## src/rtl/uart_pkg.sv

```systemverilog
// Shared UART definitions: frame state encoding and line idle level.
package uart_pkg;

    localparam int unsigned UART_STATE_W = 3;

    typedef enum logic [UART_STATE_W-1:0] {
        IDLE   = 3'd0,
        START  = 3'd1,
        DATA   = 3'd2,
        PARITY = 3'd3,
        STOP   = 3'd4
    } uart_state_t;

    localparam logic UART_IDLE_LEVEL = 1'b1;

endpackage

```

## src/rtl/uart_tx.sv

```systemverilog
// UART transmitter: start bit, 7/8 data bits LSB first, optional parity, 1/2 stop bits,
// each bit lasting a programmable number of oversample strobes.
module uart_tx
    import uart_pkg::*;
(
    input  logic       clk,
    input  logic       rst_n,
    input  logic       enable,
    input  logic       tx_enable,
    input  logic       parity_enable,
    input  logic       parity_odd,
    input  logic       data_len_7bit,
    input  logic       stop_2,
    input  logic       osr_tick,
    input  logic [7:0] osr_value,
    input  logic [7:0] data_in,
    input  logic       data_valid,
    output logic       data_ready,
    output logic       txd,
    output logic       tx_done,
    output logic       busy
);

    localparam int unsigned OSR_W  = 8;
    localparam int unsigned DATA_W = 8;
    localparam int unsigned IDX_W  = 3;

    uart_state_t        state_q, state_d;
    logic [OSR_W-1:0]   cnt_q, cnt_d;
    logic [OSR_W-1:0]   reload_q, reload_d;
    logic [IDX_W-1:0]   idx_q, idx_d;
    logic [DATA_W-1:0]  shift_q, shift_d;
    logic               par_q, par_d;
    logic               len7_q, len7_d;
    logic               par_en_q, par_en_d;
    logic               par_odd_q, par_odd_d;
    logic               stop2_q, stop2_d;
    logic               stop_cnt_q, stop_cnt_d;
    logic               txd_q, txd_d;
    logic               done_q, done_d;
    logic               busy_q, busy_d;

    logic               run;
    logic               bit_end;
    logic [IDX_W-1:0]   last_idx;

    assign run        = enable && tx_enable;
    assign data_ready = rst_n && (state_q == IDLE) && run;
    assign txd        = txd_q;
    assign tx_done    = done_q;
    assign busy       = busy_q;

    assign bit_end  = osr_tick && (cnt_q == '0);
    assign last_idx = len7_q ? IDX_W'(6) : IDX_W'(7);

    // Next-state, bit timing and serial output computation.
    always_comb begin
        state_d    = state_q;
        cnt_d      = cnt_q;
        reload_d   = reload_q;
        idx_d      = idx_q;
        shift_d    = shift_q;
        par_d      = par_q;
        len7_d     = len7_q;
        par_en_d   = par_en_q;
        par_odd_d  = par_odd_q;
        stop2_d    = stop2_q;
        stop_cnt_d = stop_cnt_q;
        txd_d      = txd_q;
        done_d     = 1'b0;

        if (state_q != IDLE && osr_tick) begin
            cnt_d = (cnt_q == '0) ? reload_q : cnt_q - OSR_W'(1);
        end

        case (state_q)
            IDLE: begin
                txd_d = UART_IDLE_LEVEL;
                if (data_valid && data_ready) begin
                    state_d    = START;
                    txd_d      = 1'b0;
                    shift_d    = data_in;
                    len7_d     = data_len_7bit;
                    par_en_d   = parity_enable;
                    par_odd_d  = parity_odd;
                    stop2_d    = stop_2;
                    reload_d   = (osr_value == '0) ? '0 : osr_value - OSR_W'(1);
                    cnt_d      = (osr_value == '0) ? '0 : osr_value - OSR_W'(1);
                    idx_d      = '0;
                    par_d      = 1'b0;
                    stop_cnt_d = 1'b0;
                end
            end
            START: begin
                if (bit_end) begin
                    state_d = DATA;
                    txd_d   = shift_q[0];
                end
            end
            DATA: begin
                if (bit_end) begin
                    par_d   = par_q ^ shift_q[0];
                    shift_d = shift_q >> 1;
                    if (idx_q == last_idx) begin
                        if (par_en_q) begin
                            state_d = PARITY;
                            txd_d   = par_q ^ shift_q[0] ^ par_odd_q;
                        end else begin
                            state_d    = STOP;
                            txd_d      = UART_IDLE_LEVEL;
                            stop_cnt_d = 1'b0;
                        end
                    end else begin
                        idx_d = idx_q + IDX_W'(1);
                        txd_d = shift_q[1];
                    end
                end
            end
            PARITY: begin
                if (bit_end) begin
                    state_d    = STOP;
                    txd_d      = UART_IDLE_LEVEL;
                    stop_cnt_d = 1'b0;
                end
            end
            STOP: begin
                if (bit_end) begin
                    if (stop2_q && !stop_cnt_q) begin
                        stop_cnt_d = 1'b1;
                    end else begin
                        state_d    = IDLE;
                        done_d     = 1'b1;
                        txd_d      = UART_IDLE_LEVEL;
                        cnt_d      = '0;
                        idx_d      = '0;
                        stop_cnt_d = 1'b0;
                    end
                end
            end
            default: begin
                state_d = IDLE;
                txd_d   = UART_IDLE_LEVEL;
            end
        endcase

        // Losing either enable abandons the frame immediately.
        if (state_q != IDLE && !run) begin
            state_d    = IDLE;
            txd_d      = UART_IDLE_LEVEL;
            done_d     = 1'b0;
            cnt_d      = '0;
            idx_d      = '0;
            stop_cnt_d = 1'b0;
            par_d      = 1'b0;
        end

        busy_d = (state_d != IDLE);
    end

    // State and datapath registers.
    always_ff @(posedge clk or negedge rst_n) begin
        if (!rst_n) begin
            state_q    <= IDLE;
            cnt_q      <= '0;
            reload_q   <= '0;
            idx_q      <= '0;
            shift_q    <= '0;
            par_q      <= 1'b0;
            len7_q     <= 1'b0;
            par_en_q   <= 1'b0;
            par_odd_q  <= 1'b0;
            stop2_q    <= 1'b0;
            stop_cnt_q <= 1'b0;
            txd_q      <= UART_IDLE_LEVEL;
            done_q     <= 1'b0;
            busy_q     <= 1'b0;
        end else begin
            state_q    <= state_d;
            cnt_q      <= cnt_d;
            reload_q   <= reload_d;
            idx_q      <= idx_d;
            shift_q    <= shift_d;
            par_q      <= par_d;
            len7_q     <= len7_d;
            par_en_q   <= par_en_d;
            par_odd_q  <= par_odd_d;
            stop2_q    <= stop2_d;
            stop_cnt_q <= stop_cnt_d;
            txd_q      <= txd_d;
            done_q     <= done_d;
            busy_q     <= busy_d;
        end
    end

endmodule
```

## config.mk

```make
export PLATFORM = sky130hd
export DESIGN_NAME = uart_tx
export DESIGN_NICKNAME = d
export VERILOG_FILES = /design/src/rtl/uart_pkg.sv /design/src/rtl/uart_tx.sv
export SDC_FILE = /design/constraint.sdc
export NUM_CORES = 1
export LEC_CHECK = 0
export BUFFER_PORTS_ARGS = -buffer_cell sky130_fd_sc_hd__buf_2
export CORE_ASPECT_RATIO = 2
export CORE_MARGIN = 4
export CORE_UTILIZATION = 40
export DETAILED_ROUTE_END_ITERATION = 7
export HOLD_SLACK_MARGIN = 0.02
export PLACE_DENSITY = 0.66
export SYNTH_ARGS = -nofsm -noshare
export SYNTH_HDL_FRONTEND = slang
export SYNTH_SLANG_ARGS = --single-unit
```

## constraint.sdc

```tcl
create_clock -name clk -period 2.6 [get_ports clk]
set_clock_uncertainty 0.1 [all_clocks]
set_input_delay 0.13 -clock clk [delete_from_list [all_inputs] [get_ports clk]]
set_output_delay 0.13 -clock clk [all_outputs]
set_load 0.01 [all_outputs]
```

# Word-level counts from Yosys, hierarchy flattened

Cells that the tools add are included.

Eq/ne operators: 16
Multiplexer cells: 55
Bitwise operators: 2
Reduce and logical (&&, ||, !) cells: 25
$add $sub $neg: 3

Operators by type and width:

| kind                                              | number |
|---|---|
| two-way mux 8 bit                                 | 9 |
| two-way mux 3 bit                                 | 15 |
| case mux 8 bit (2 select lines)                   | 2 |
| two-way mux 1 bit                                 | 24 |
| != test 3 bit (second input constant)             | 8 |
| zero test 8 bit                                   | 2 |
| subtractor 8 x 1 -> 8 bit (second input constant) | 2 |
| case mux 3 bit (5 select lines)                   | 1 |
| case mux 3 bit (3 select lines)                   | 1 |
| nonzero test 3 bit                                | 3 |
| logical AND 1 bit                                 | 8 |
| AND reduction 7 bit                               | 1 |
| == test 3 x 2 -> 1 bit (second input constant)    | 2 |
| AND reduction 3 bit                               | 2 |
| AND reduction 6 bit                               | 1 |
| case mux 1 bit (5 select lines)                   | 1 |
| AND reduction 5 bit                               | 1 |
| nonzero test 5 bit                                | 1 |
| case mux 1 bit (4 select lines)                   | 1 |
| nonzero test 4 bit                                | 1 |
| adder 3 x 1 -> 3 bit (second input constant)      | 1 |
| == test 3 x 1 -> 1 bit (second input constant)    | 1 |
| == test 3 bit                                     | 1 |
| == test 3 bit (second input constant)             | 1 |
| 9 further kinds                                   | 11 |

Flip-flop bits (word level): 39
Input port bits: 26
Logic and storage cells: 115
Output and inout bits: 4

# Logic depth before layout (Yosys ltp)

Depth in word-level cells: 8
Mapped depth: 8
Depth with buffers taken out: 7

# Worst setup path after synthesis

Ideal clock, no wire load.

Kind: flip-flop to flip-flop
Start: register cnt_q[0]
End: register idx_q[0]
Setup time: 0.125 ns
Period minus slack after synthesis: 2.047 ns
Path slack: 0.553 ns
Data required time: 2.375 ns
Stages on the path, launching flop included: 9
Path buffers: 1
Arrival time: 1.822 ns
Path through: dfrtp_1 -> inv_1 -> ha_1 -> nor4b_4 -> and3_1 -> buf_4 -> a311o_1 -> o21ai_1 -> mux2_2

Word-level cells in the longest chain between the ends: 4
Elaborated cells on any way between the ends: 5
Those cells by class: 2 x eq/ne; 3 x reduce/logical

Ends and longest elaborated chain:

| item                                   | line           | text |
|---|---|---|
| from (decl)                            | uart_tx.sv:29  | `logic [OSR_W-1:0] cnt_q, cnt_d;` |
| from (signal assigned)                 | uart_tx.sv:179 | `cnt_q <= cnt_d;` |
| zero test 8 bit *                      | uart_tx.sv:53  | `assign bit_end = osr_tick && (cnt_q == '0);` |
| logical AND 1 bit *                    | uart_tx.sv:53  |  |
| != test 3 bit (no source line)         | n/a            |  |
| AND reduction 6 bit (no source line) * | n/a            |  |
| to (signal assigned)                   | uart_tx.sv:181 | `idx_q <= idx_d;` |
| to (decl)                              | uart_tx.sv:31  | `logic [IDX_W-1:0] idx_q, idx_d;` |

Every way passes the cells marked *; elsewhere a longest branch is shown, timed or not.
A chain may end at the register's enable or synchronous reset.

# Worst setup path after layout

Start: register cnt_q[1]
End: register shift_q[5]

Word-level cells in the longest chain between the ends: 4

Ends and longest elaborated chain:

| item                                 | line           | text |
|---|---|---|
| zero test 8 bit                      | uart_tx.sv:53  |  |
| logical AND 1 bit                    | uart_tx.sv:53  |  |
| != test 2 bit (no source line)       | n/a            |  |
| AND reduction 3 bit (no source line) | n/a            |  |
| to (signal assigned)                 | uart_tx.sv:182 | `shift_q <= shift_d;` |
| to (decl)                            | uart_tx.sv:32  | `logic [DATA_W-1:0] shift_q, shift_d;` |

Every way passes these cells.

==> impl_metrics.ini <==
[run_status]
status = complete, no violations

[logic_synthesis]
async_flop_share_pct = 100
synth_most_common_cell = nand2_1
synthTopCellsByCount = nand2_1 (50), dfrtp_1 (38), nor2_1 (26), o21ai_0 (16)
yosys.area_share.xor_xnor_pct = 2.98
synth_enable_flop_cells = 0
synthMuxAreaShare_pct = 2.23
syn-num-nets = 306
syn_inst = 276
synth_area_leaders = dfrtp_1 (40%), nand2_1 (8.0%), nor2_1 (4.1%)
synth_top_cell_area_share_pct = 40.4
synth-seq-area-share_pct = 41.5
synth-main-ff-cell = dfrtp_1
synth-simple-area-share_pct = 29.8
yosys_warnings = 0
synth_compound_area_share_pct = 18.1
synth_top_family_by_area = simple AND/OR/NAND/NOR gates
synth_top_area_cell = dfrtp_1
syn_avg_cell_area_um2 = 8.53
netlist_area_um2 = 2350
ys_types = 56
synth_adder_area_share_pct = 2.13
synth-seq-cells = 39

[floorplanning]
dieArea_um2 = 7250
initial_core_util_pct = 41.2
io_pins = 30
die_h_um = 116
rows = 39
dieWidth_um = 62.2
coreArea_um2 = 5710

[sta]
setup_tns_ns = 0
setup_viol = 0
slew_viol_final = 0
max_slew.worst_pin.slew_ns = 0.555
max_freq_ghz = 0.436
slew_headroom_pct = 63.0
fin_crit_sh_pct = 88.1
min_period_ns = 2.29
hold_viol = 0
rsz0062_at_grt = no

[route]
drtIter0Drc = 108
routed_wl_um = 6670
avgRoutedWirePerCell_um = 17.4
firstDrtPassIters = 5
drc = 0
vias = 2275
vias_per_cell = 5.92
ant_nets = 0

[global_routing]
use_met3_pct = 2.79
antenna_found_initial = 0
grt_pass1_wl_um = 11000
grt.total_usage_pct = 19.1
grtUsageMet2_pct = 36.5
overflow = 0
grt_use_met1_pct = 17.4
grt.busiest_layer = met2
grt_start_max_net_pins = 35
grt_pass1_vias = 2385

[critical_path]
cp.required_ns = 2.70
crit_chain = inv_1, ha_1, nor4b_4, nand3_2, o21ai_2, nor2_1, a31oi_1
critPathKind = reg -> reg
cp_max_fo = 15
r2r_cells = 7
rrSetupSlack_ns = 0.31
r2r_end = shift_q[5]$_DFFE_PN0P_
crit_path_end_kind = flop
cpPeakStageDelay_ns = 0.53
crit_path_start_kind = flop
cpMaxStageDelayCell = o21ai_2
r2r-start = cnt_q[1]$_DFF_PN0_
startpoint = cnt_q[1]$_DFF_PN0_
worstPathArrival_ns = 2.39

[worst_hold_path]
min_from = osr_value[0]
min_path_type = in -> reg
holdPathStages = 2
min_delay_worst_endpoint = reload_q[0]$_DFFE_PN0P_

[clocking]
tritoncts = yes
cts_sinks = 39
cts.root.buffer_cell = clkbuf_16
cts_setup_buffers = 0
numCtsBuffers = 5
clk_pin_slew_ns = 0.06
h-tree-depth = 2
clock_latency_ns = 0.28
cts_buffer_depth = 2

[finish]
seqCellArea_um2 = 977
finalNonFillerCells = 384
multi_input_area_um2 = 1300
n_antenna_cell = 0
drive_gt1_share_pct = 18.0
nNetsFinal = 353
finish.instance_area_um2 = 2860
area_growth_pct = 21.4
fillers = 551

[power_and_ir_drop]
leakagePower_nw = 1.31
ir_worst_vdd_uv = 675
power_density_nw_per_um2 = 898

[flow_run]
drv_cap = 0

[placement]
dpl.hpwl_um = 5000
placed_area_um2 = 2590
place.gp.congestion = 0.874
portBuffers = 29
place_inst = 364
-- worst max path at each step --
stage / slack, ns / cells after the start / end
after floorplan: 0.55 / 8 / idx_q[0]$_DFFE_PN0P_
after global placement: 0.41 / 7 / cnt_q[0]$_DFF_PN0_
after detailed placement: 0.35 / 7 / shift_q[2]$_DFFE_PN0P_
after CTS: 0.31 / 7 / shift_q[5]$_DFFE_PN0P_
after global routing: 0.11 / 7 / shift_q[2]$_DFFE_PN0P_
final: 0.31 / 7 / shift_q[5]$_DFFE_PN0P_
-- final cells by class --
cell class                 instances  area share, %
multi-input combinational        219           45.5
sequential                        39           34.2
timing repair buffer              50           11.7
clock buffer                       5           4.38
tap                               61           2.67
inverter                           8           1.05
clock inverter                     2          0.482
-- cells in the final DEF (no fill, tap or decap), types with 9 or more instances in the layout --
cell / instances
dlygate4sd3_1: 13
nand2_1: 50
buf_2: 29
nor2_1: 26
nand3_1: 10
a31oi_1: 9
o21ai_0: 16
a21oi_1: 10
nor3_1: 10
dfrtp_1: 38
-- worst max-delay path, delay by kind of cell (launching register included) --
family	cells	cell delay [ns]
AO/OA/AOI/OAI	2	0.69
adder cells (fa/ha/maj)	1	0.21
buffers and inverters	1	0.08
flip-flops	1	0.42
AND/OR/NAND/NOR	3	0.71
-- flip-flops by register name, summed over array words and instances (netlist names), 3 cells and up --
signal	cells
idx_q	3
cnt_q	8
state_q	3
shift_q	8
reload_q	8
-- metrics by stage --
step,utilization (%),hold WS (ns),power [mW],setup WS (ns)
after global placement,45.3,-0.101,1.94,0.412
after floorplan,-,-0.266,1.63,0.553
final,50.1,0.0304,2.57,0.309
after detailed placement,45.3,-0.0998,1.96,0.348
after CTS,50.1,0.0282,2.57,0.307
after global routing,50.1,0.0393,2.73,0.108
-- per-layer routing --
metal	vias up	routed length (um)
li1	1091	-
met1	1060	2220
met2	92	3730
met3	32	256
met4	0	458
met5	-	0
-- power by group --
group          switching (mW)  total, mW  internal (mW)  leakage (nW)
clock network           0.237      0.587          0.350        0.0696
logic                   0.557      0.983          0.426         0.748
registers               0.193      0.997          0.804         0.495
-- timing repair --
item	in CTS	in global routing
hold buffers	13	0
resized for setup	0	0
endpoints found under the hold margin	51	0
-- cells by family (layout without fill, tap and decap cells) --
| kind of cell | Yosys count | in the layout |
|---|---|---|
| xor+xnor | 8 | 8 |
| fa+ha+maj | 4 | 4 |
| simple gates | 136 | 136 |
| mux | 5 | 5 |
| flops | 39 | 39 |
| buf+inv | 18 | 65 |
| compound gates | 66 | 66 |
Note: power is estimated with default switching activity, not from simulation.
